[config.mk]
export PLATFORM = sky130hd
export DESIGN_NAME = level_meter_peak_hold
export DESIGN_NICKNAME = d
export VERILOG_FILES = /design/src/rtl/level_meter_peak_hold.sv
export SDC_FILE = /design/constraint.sdc
export NUM_CORES = 1
export LEC_CHECK = 0
export CORE_MARGIN = 3
export CORE_UTILIZATION = 45
export CTS_BUF_LIST = sky130_fd_sc_hd__clkbuf_2 sky130_fd_sc_hd__clkbuf_4 sky130_fd_sc_hd__clkbuf_8
export DETAILED_ROUTE_END_ITERATION = 10
export PLACE_DENSITY = 0.67
export SLEW_MARGIN = 20
export SYNTH_ARGS = -nofsm -noshare
export SYNTH_HDL_FRONTEND = slang
export SYNTH_SLANG_ARGS = --single-unit
[constraint.sdc]
create_clock -name clk -period 4.14 [get_ports clk]
set_input_delay 0.828 -clock clk [delete_from_list [all_inputs] [get_ports clk]]
set_output_delay 0.828 -clock clk [all_outputs]
set_load 0.02 [all_outputs]
[src/rtl/level_meter_peak_hold.sv]
// Per-channel log bar meter with fall-off and peak hold; one-cycle registered result.
// Backpressure: i_ready = !o_valid || o_ready; a stalled output holds every field stable.
module level_meter_peak_hold #(
    parameter int width          = 16,
    parameter int level_bits     = 5,
    parameter int hold_sections  = 8,
    parameter int decay_sections = 2
) (
    input  logic                  clk,
    input  logic                  reset,
    input  logic                  i_valid,
    output logic                  i_ready,
    input  logic [width-1:0]      i_value,
    input  logic                  i_is_left,
    output logic                  o_valid,
    input  logic                  o_ready,
    output logic                  o_is_left,
    output logic [level_bits-1:0] o_bar,
    output logic [level_bits-1:0] o_peak
);

    localparam int HCW = ($clog2(hold_sections + 1) > 0) ? $clog2(hold_sections + 1) : 1;
    localparam int DCW = (decay_sections > 1) ? $clog2(decay_sections) : 1;
    localparam logic [HCW-1:0] HOLD_MAX  = HCW'(hold_sections);
    localparam logic [DCW-1:0] DEC_LAST  = DCW'(decay_sections - 1);

    // Index 1 = left channel, index 0 = right channel.
    logic [level_bits-1:0] bar_q  [2];
    logic [level_bits-1:0] peak_q [2];
    logic [HCW-1:0]        hold_q [2];
    logic [DCW-1:0]        dec_q  [2];

    logic                  o_valid_q, o_valid_d;
    logic                  o_is_left_q;
    logic [level_bits-1:0] o_bar_q, o_peak_q;

    logic                  accept;
    logic [level_bits-1:0] new_lvl;
    logic [level_bits-1:0] cur_bar, cur_peak, peak_m1;
    logic [HCW-1:0]        cur_hold;
    logic [DCW-1:0]        cur_dec;
    logic [level_bits-1:0] bar_d, peak_d;
    logic [HCW-1:0]        hold_d;
    logic [DCW-1:0]        dec_d;

    assign i_ready = !o_valid_q || o_ready;
    assign accept  = i_valid && i_ready;

    // Level is the position of the highest set bit plus one; zero input maps to level 0.
    always_comb begin
        new_lvl = '0;
        for (int i = 0; i < width; i++) begin
            if (i_value[i]) begin
                new_lvl = level_bits'(i + 1);
            end
        end
    end

    always_comb begin
        cur_bar  = bar_q[i_is_left];
        cur_peak = peak_q[i_is_left];
        cur_hold = hold_q[i_is_left];
        cur_dec  = dec_q[i_is_left];
        peak_m1  = cur_peak - 1'b1;
        bar_d    = cur_bar;
        dec_d    = cur_dec;
        peak_d   = cur_peak;
        hold_d   = cur_hold;

        if (new_lvl >= cur_bar) begin
            bar_d = new_lvl;
            dec_d = '0;
        end else if (cur_dec == DEC_LAST) begin
            bar_d = cur_bar - 1'b1;
            dec_d = '0;
        end else begin
            dec_d = cur_dec + 1'b1;
        end

        // A falling peak is clamped to the updated bar so the marker never sits below it.
        if (new_lvl >= cur_peak) begin
            peak_d = new_lvl;
            hold_d = '0;
        end else if (cur_hold < HOLD_MAX) begin
            hold_d = cur_hold + 1'b1;
        end else begin
            peak_d = (peak_m1 > bar_d) ? peak_m1 : bar_d;
            hold_d = HOLD_MAX;
        end
    end

    always_comb begin
        o_valid_d = o_valid_q;
        if (accept) begin
            o_valid_d = 1'b1;
        end else if (o_ready) begin
            o_valid_d = 1'b0;
        end
    end

    always_ff @(posedge clk or negedge reset) begin
        if (!reset) begin
            bar_q[0]    <= '0;
            bar_q[1]    <= '0;
            peak_q[0]   <= '0;
            peak_q[1]   <= '0;
            hold_q[0]   <= '0;
            hold_q[1]   <= '0;
            dec_q[0]    <= '0;
            dec_q[1]    <= '0;
            o_valid_q   <= 1'b0;
            o_is_left_q <= 1'b0;
            o_bar_q     <= '0;
            o_peak_q    <= '0;
        end else begin
            o_valid_q <= o_valid_d;
            if (accept) begin
                bar_q[i_is_left]  <= bar_d;
                peak_q[i_is_left] <= peak_d;
                hold_q[i_is_left] <= hold_d;
                dec_q[i_is_left]  <= dec_d;
                o_is_left_q       <= i_is_left;
                o_bar_q           <= bar_d;
                o_peak_q          <= peak_d;
            end
        end
    end

    assign o_valid   = o_valid_q;
    assign o_is_left = o_is_left_q;
    assign o_bar     = o_bar_q;
    assign o_peak    = o_peak_q;

endmodule

==> out/qor.yml <==
hold_viol: 0
yosys_warnings: 0
grt_max_degree: 43
skew_ns: 0.005899
first_iter_violations: 207
drtPass1Iterations: 4
num-nets-final: 408
fin_crit_sh_pct: 97.93
hpwl_um: 5299
cts-root-buf: "clkbuf_8"
finalMaxSlewViolations: 0
overflow: 0
synth-edff-count: 0
wl_per_cell_um: 16.75
end_kind: "flip-flop"
arrival_ns: 4.28
fill_cells: 461
clkTransAtPathRegs_ns: 0.09
worst_slack_ns: 0.08583
max_stage_delay_ns: 0.38
critical_path_buf_inv_count: 3
grt_pass1_vias: 2562
startpoint_type: "primary input"
peakVddDrop_mv: 0.4847
cts_max_level: 2
antenna_found_initial: 0
syn_area_um2: 2740
dieHeight_um: 84.04
max_cap_violations: 0
syn_inst: 293
clockBufferDepth: 2
grt_usage_pct: 21.75
wl_um: 7405
clock_latency_ns: 0.30
period_minus_slack_ns: 4.054
slew_headroom_pct: 37.20
tritoncts: "done"
io_buffers: 33
cp_slowest_cell: "or3_1"
fmax_mhz: 246.7
ys_async_sr_fraction_pct: 100.0
row_count: 27
gp_congestion: 0.8810
crit_type: "primary input to flip-flop"
hold_class: "flip-flop to flip-flop"
rsz0062_at_grt: "yes"
cts_buffers: 5
clock_sinks: 42
critPathTopFamily: "compound AO/OA/AOI/OAI gates"
avgSynthCellArea_um2: 9.352
drive_gt1_share_pct: 33.24
via_per_inst: 5.686
ys_seq_elements: 42
setup_viol: 0
place_area_um2: 3507
insertedDiodeCount: 0
synthFlopType: "dfrtp_1"
worstMarginPinSlew_ns: 0.9420
status: "complete, no violations"
grt_pass1_wl_um: 12520
die_area_um2: 7062
syn2layout_area_growth_pct: 38.31
route.detailed.drc: 0
syn_nets: 332
mostFrequentLayoutCells: "buf_4, dfrtp_1, nand2_1"
power.density_nw_per_um2: 790.7
final_antenna_net_count: 0
cp.required_ns: 4.37
io_pins: 34
critPathMaxFanout: 4
stdcell_area_um2: 3790
die_x_um: 84.04
coreArea_um2: 5709
synth_cell_types: 42
cts_hold_buf: 0
synth_seq_area_share_pct: 38.36
cp_cell_sequence: "dlygate4sd2_1 -> buf_4 -> nor2_1 -> o311ai_2 -> a21oi_2 -> ha_1 -> a21o_1 -> a31oi_4 -> o21a_4 -> and3_4 -> or2_4 -> inv_2 -> ha_4 -> nor2b_4 -> o31ai_4 -> a21oi_4 -> or3_1 -> a211o_1 -> a31oi_1"
final_common_cell: "buf_4"
hold_ws_ns: 0.4855
regArea_um2: 1051
multiInputGateArea_um2: 1826
initial_core_util_pct: 47.99
vias: 2513
power.leakage_nw: 1.658
dp_worst_setup_slack_ns: -0.7878
metal layers:
metal | vias up | part of all wire, % | GRT usage (%)
met5 | - | 0 | 0
li1 | 1222 | - | -
met3 | 6 | 4.9 | 4.146
met2 | 66 | 48 | 34.86
met4 | 0 | 0.72 | 5.556
met1 | 1219 | 46 | 30.14
synthesized netlist by cell type, types with 2 or more instances:
library cell	n	area share, %
dfrtp_1	42	38
nand2_1	33	4.5
o21ai_0	21	3.8
nor2_1	20	2.7
ha_1	18	8.2
a21oi_1	17	3.1
mux2_2	14	5.8
inv_1	12	1.6
mux2i_1	12	4.4
nor3_1	11	2.0
a31oi_1	8	1.8
clkbuf_1	8	1.1
nand3_1	7	1.3
a21o_1	6	1.6
nand2b_1	6	1.4
o31ai_1	5	1.4
o22ai_1	4	0.91
xnor2_1	4	1.3
buf_2	3	0.55
mux2i_4	3	2.5
nand4_1	3	0.69
nor4_1	3	0.69
o311ai_0	3	0.96
xor2_1	3	0.96
a2111oi_0	2	0.64
a211o_1	2	0.64
a211oi_1	2	0.55
and3_1	2	0.46
nor2b_1	2	0.46
o21a_1	2	0.55
o21bai_1	2	0.55
o221ai_1	2	0.64
or3_1	2	0.46
per-stage QoR:
stage	TNS [ns]	total power [mW]	std cells	utilization (%)
2_1_floorplan	-0.3802	1.869	293	-
3_3_place_gp	-9.554	2.479	428	61.43
3_5_place_dp	-10.70	2.525	428	61.43
4_1_cts	0	2.925	439	65.35
5_1_grt	-0.3842	3.232	442	66.38
6_report	0	2.997	442	66.38
state kept, by name, indices dropped and copies added, names as in the netlist:
register	count
bar_q	10
o_peak	5
peak_q	10
o_bar	5
o_valid	1
hold_q	8
dec_q	2
o_is_left	1
area by class of cell:
cell class,instances,area share [%]
Inverter,12,1.189
Clock inverter,2,0.3301
Multi-Input combinational cell,226,48.17
Clock buffer,6,2.179
Tap cell,72,2.377
Sequential cell,42,27.73
Timing Repair Buffer,82,18.03
power breakdown:
group	switching, mW	leakage [nW]	internal, mW
registers	0.119	0.508	0.594
clock network	0.154	0.0472	0.134
logic	1.01	1.10	0.986
path summary, 6_finish.rpt:
| path | from | to | slack (ns) | cells past startpoint |
|---|---|---|---|---|
| hold / removal | o_is_left$_DFFE_PN0P_ | o_is_left$_DFFE_PN0P_ | 0.49 | 2 |
| hold reg to reg | o_is_left$_DFFE_PN0P_ | o_is_left$_DFFE_PN0P_ | 0.49 | 2 |
| setup reg to reg | bar_q[0]$_DFFE_PN0P_ | o_peak[0]$_DFFE_PN0P_ | 0.65 | 16 |
| min in group asynchronous | reset | o_peak[0]$_DFFE_PN0P_ | 0.65 | 1 |
| setup / recovery | i_value[11] | o_peak[0]$_DFFE_PN0P_ | 0.09 | 19 |
| max in group asynchronous | reset | peak_q[2]$_DFFE_PN0P_ | 2.89 | 1 |
timing repair:
| item | in CTS | in global routing |
|---|---|---|
| gates resized for setup | 70 | 27 |
| pin swaps | 26 | 10 |
| gates cloned | 0 | 0 |
| setup endpoints to repair | 15 | 15 |
| buffers inserted | 3 | 3 |
kinds of logic after synthesis:
kind of cell               synth area share [%]
and+or+nand+nor                           15.11
AOI/OAI and AO/OA                         18.54
buffers and inverters                     4.429
muxes                                     13.10
xor gates and xnor gates                  2.237
DFF                                       38.36
adders and majority gates                 8.219
worst register-to-register path: stages, from the launching register on:
cell and delay [ns]:
dfrtp_1 0.42, mux2i_4 0.23, inv_1 0.07, ha_1 0.29
nand2b_4 0.13, a31oi_4 0.09, o21a_4 0.22, and3_4 0.17
or2_4 0.24, inv_2 0.07, ha_4 0.19, nor2b_4 0.13
o31ai_4 0.25, a21oi_4 0.10, or3_1 0.38, a211o_1 0.31
a31oi_1 0.16
Note: power is estimated with default switching activity, not from simulation.
==> variant: new RTL, config.mk and constraints unchanged <==
Change the parameter `decay_sections` from 2 to 4.
--- a/src/rtl/level_meter_peak_hold.sv
+++ b/src/rtl/level_meter_peak_hold.sv
@@ -5,5 +5,5 @@
     parameter int level_bits     = 5,
     parameter int hold_sections  = 8,
-    parameter int decay_sections = 2
+    parameter int decay_sections = 4
 ) (
     input  logic                  clk,
Behaviour: not the same (Yosys sat finds a counterexample within 4 cycles, from zero or initial values and one cycle with reset low).
==> variant against the unedited design <==
The run now ends with setup timing left. Sequential power up 2%. Synthesized area is 0.78% lower. Cell count increased by 7.0%. Sequential cell count increased by 2. Register-to-register slack worse by 80 ps. Worst setup slack lost 200 ps. Fmax fell by 4.6%. First-iteration DRC count decreased by 11%. Sequential share of layout area fell by 0.70 points. Wire length is 15% higher. Hold slack lost 2.8 ps. Via count up 6.8%. Power is 2.5% higher. Design area grew 7.5%. Critical endpoint is now peak_q[5]. Largest power group unchanged.
==> variant: results (changes against the unedited design) <==
- Outcome: complete, but fails checks
- Violated checks: setup timing
- Placer Congestion: 0.890 (+1.0%)
- Asr flop ratio synth: 100% (unchanged)
- Setup bufs post-CTS: 20 (+17)
- Post-Synthesis Cells: 302 (+3.1%)
- Drt total wl: 8520 µm (+15%)
- Rel. slew slack: 35.2% (-2.0 points)
- CTS Buffer Depth: 2 (unchanged)
- DP HPWL: 5340 µm (+0.76%)
- Ys Warns: 0 (unchanged)
- DR vias/cell: 5.67 (-0.23%)
- Leak: 1.77 nW (+6.8%)
- Number of non-clock inverters: 7 (-5)
- Sw Ratio: 42.9% (+0.090 points)
- Largest cells by area after synthesis: dfrtp_1 40%, ha_1 8.7%, o21ai_0 5.5%, nor2_1 5.4%, nand2_1 4.7%
- Synth Area in XOR/XNOR: 2.25% (+0.018 points)
- Compound-cell area share of the yosys netlist: 19.3% (+0.79 points)
- Max IR drop VDD: 0.496 mV (+2.4%)
- First-pass GRT wire length: 13,700 µm (+9.4%)
- Sequential area share after synthesis: 40.5% (+2.1 points)
- Top_reg_cell synth: dfrtp_1
- Multiplexer share of the synthesized area: 9.57% (-3.5 points)
- Reg area: 1100 µm² (+4.8%)
- Placed insts: 440 (+2.8%)
- Fraction of area in multi-input gates: 47.1% (-1.1 points)
- Final-layout clock-cell area share: 2.27% (-0.24 points)
- Buffers, non-clock: 104 (+27%)
- CP max FO: 3 (-1)
- Ratio of cells with drive above 1 in the final layout: 36.7% (+3.4 points)
- DR iter-0 viols: 185 (-11%)
- Tot GR Track Use: 24.0% (+2.2 points)
- Adder-Cell Fraction of Synth Area: 8.74% (+0.52 points)
- Placed inst area: 3440 µm² (-1.9%)
- # fillers: 415 (-10%)
- Vias: 2,683 (+6.8%)
- Gates resized, CTS repair: 87 (+24%)
- Setup WS post-layout: -110 ps (-196 ps)
- Multi-In Gates: 238 (+5.3%)
- Post-synth top cells: 44 x dfrtp_1, 39 x nor2_1, 34 x nand2_1, 30 x o21ai_0, 19 x ha_1
- Largest net degree at the start of global routing: 45 (+4.7%)
- Non-Clock Buffer Area Fraction: 20.8% (+2.7 points)
- Seq Cell Count: 44 (+4.8%)
- Vias in the first global route: 2,810 (+9.7%)
- Clock skew after layout: 8.04 ps (+2.14 ps)
- Yosys cell types: 39 (-7.1%)
- Syn Nets: 342 (+3.0%)
- Clock transition at path regs: 80 ps
- CP arrival: 4470 ps (+190 ps)
- Final setup fails: 12 (+12)
## variant: cell types whose count changed after synthesis, sizes merged, moves of 3 or more
cell,unedited run,this run
nor3,11,5
o22ai,4,0
inv,12,7
buf,5,2
mux2,14,10
clkbuf,8,12
nor2,20,39
nand3,7,3
o21ai,21,30
## variant: power groups by stage
stage                     Sequential [W]  Combinational (W)  Clock [W]
after floorplan                 0.000763           0.000852          0
after CTS                       0.000728            0.00173   0.000283
after global placement          0.000721            0.00144          0
after detailed placement        0.000731            0.00147          0
final                           0.000727            0.00206   0.000279
after global routing            0.000754            0.00223   0.000300
## variant: through the flow
stage,utilization [%],setup WS (ps),power [W],setup TNS (ps)
after floorplan,-,18.5,0.00161,0
after detailed placement,60.6,-845,0.00220,-11420
after CTS,68.8,-73.9,0.00274,-288
after global routing,71.8,-294,0.00328,-3470
final,71.8,-110,0.00307,-1010
after global placement,60.6,-683,0.00216,-9220
## variant: routing by layer
layer  wire (µm)  GRT usage [%]  vias up
li1            -              -     1279
met1        3660           29.7     1296
met2        4230           41.1       81
met3         338           4.44       27
met4         290           9.36        0
met5           0              0        -
## variant: worst max-delay path, cell delays in order
cell and delay (ps):
dlygate4sd2_1 260, buf_4 160, o21bai_4 160, nand2_1 100, o21ai_2 190, ha_1 280
nand2b_4 160, a31oi_4 140, o21a_1 200, buf_6 140, mux2i_4 250, ha_4 230
o21ai_2 60, a21oi_2 50, o31a_1 260, buf_4 150, or3_1 310, a211o_1 350
a31oi_1 180
## variant: final timing paths
path,end,depth (start not counted),slack [ps],start
max,peak_q[5],19,-110,i_value[14]
min,o_bar[1],2,480,o_bar[1]
max reg2reg,peak_q[5],16,570,bar_q[5]
min reg2reg,o_bar[1],2,480,o_bar[1]
max in group asynchronous,bar_q[0],1,2850,reset
min in group asynchronous,bar_q[9],1,680,reset
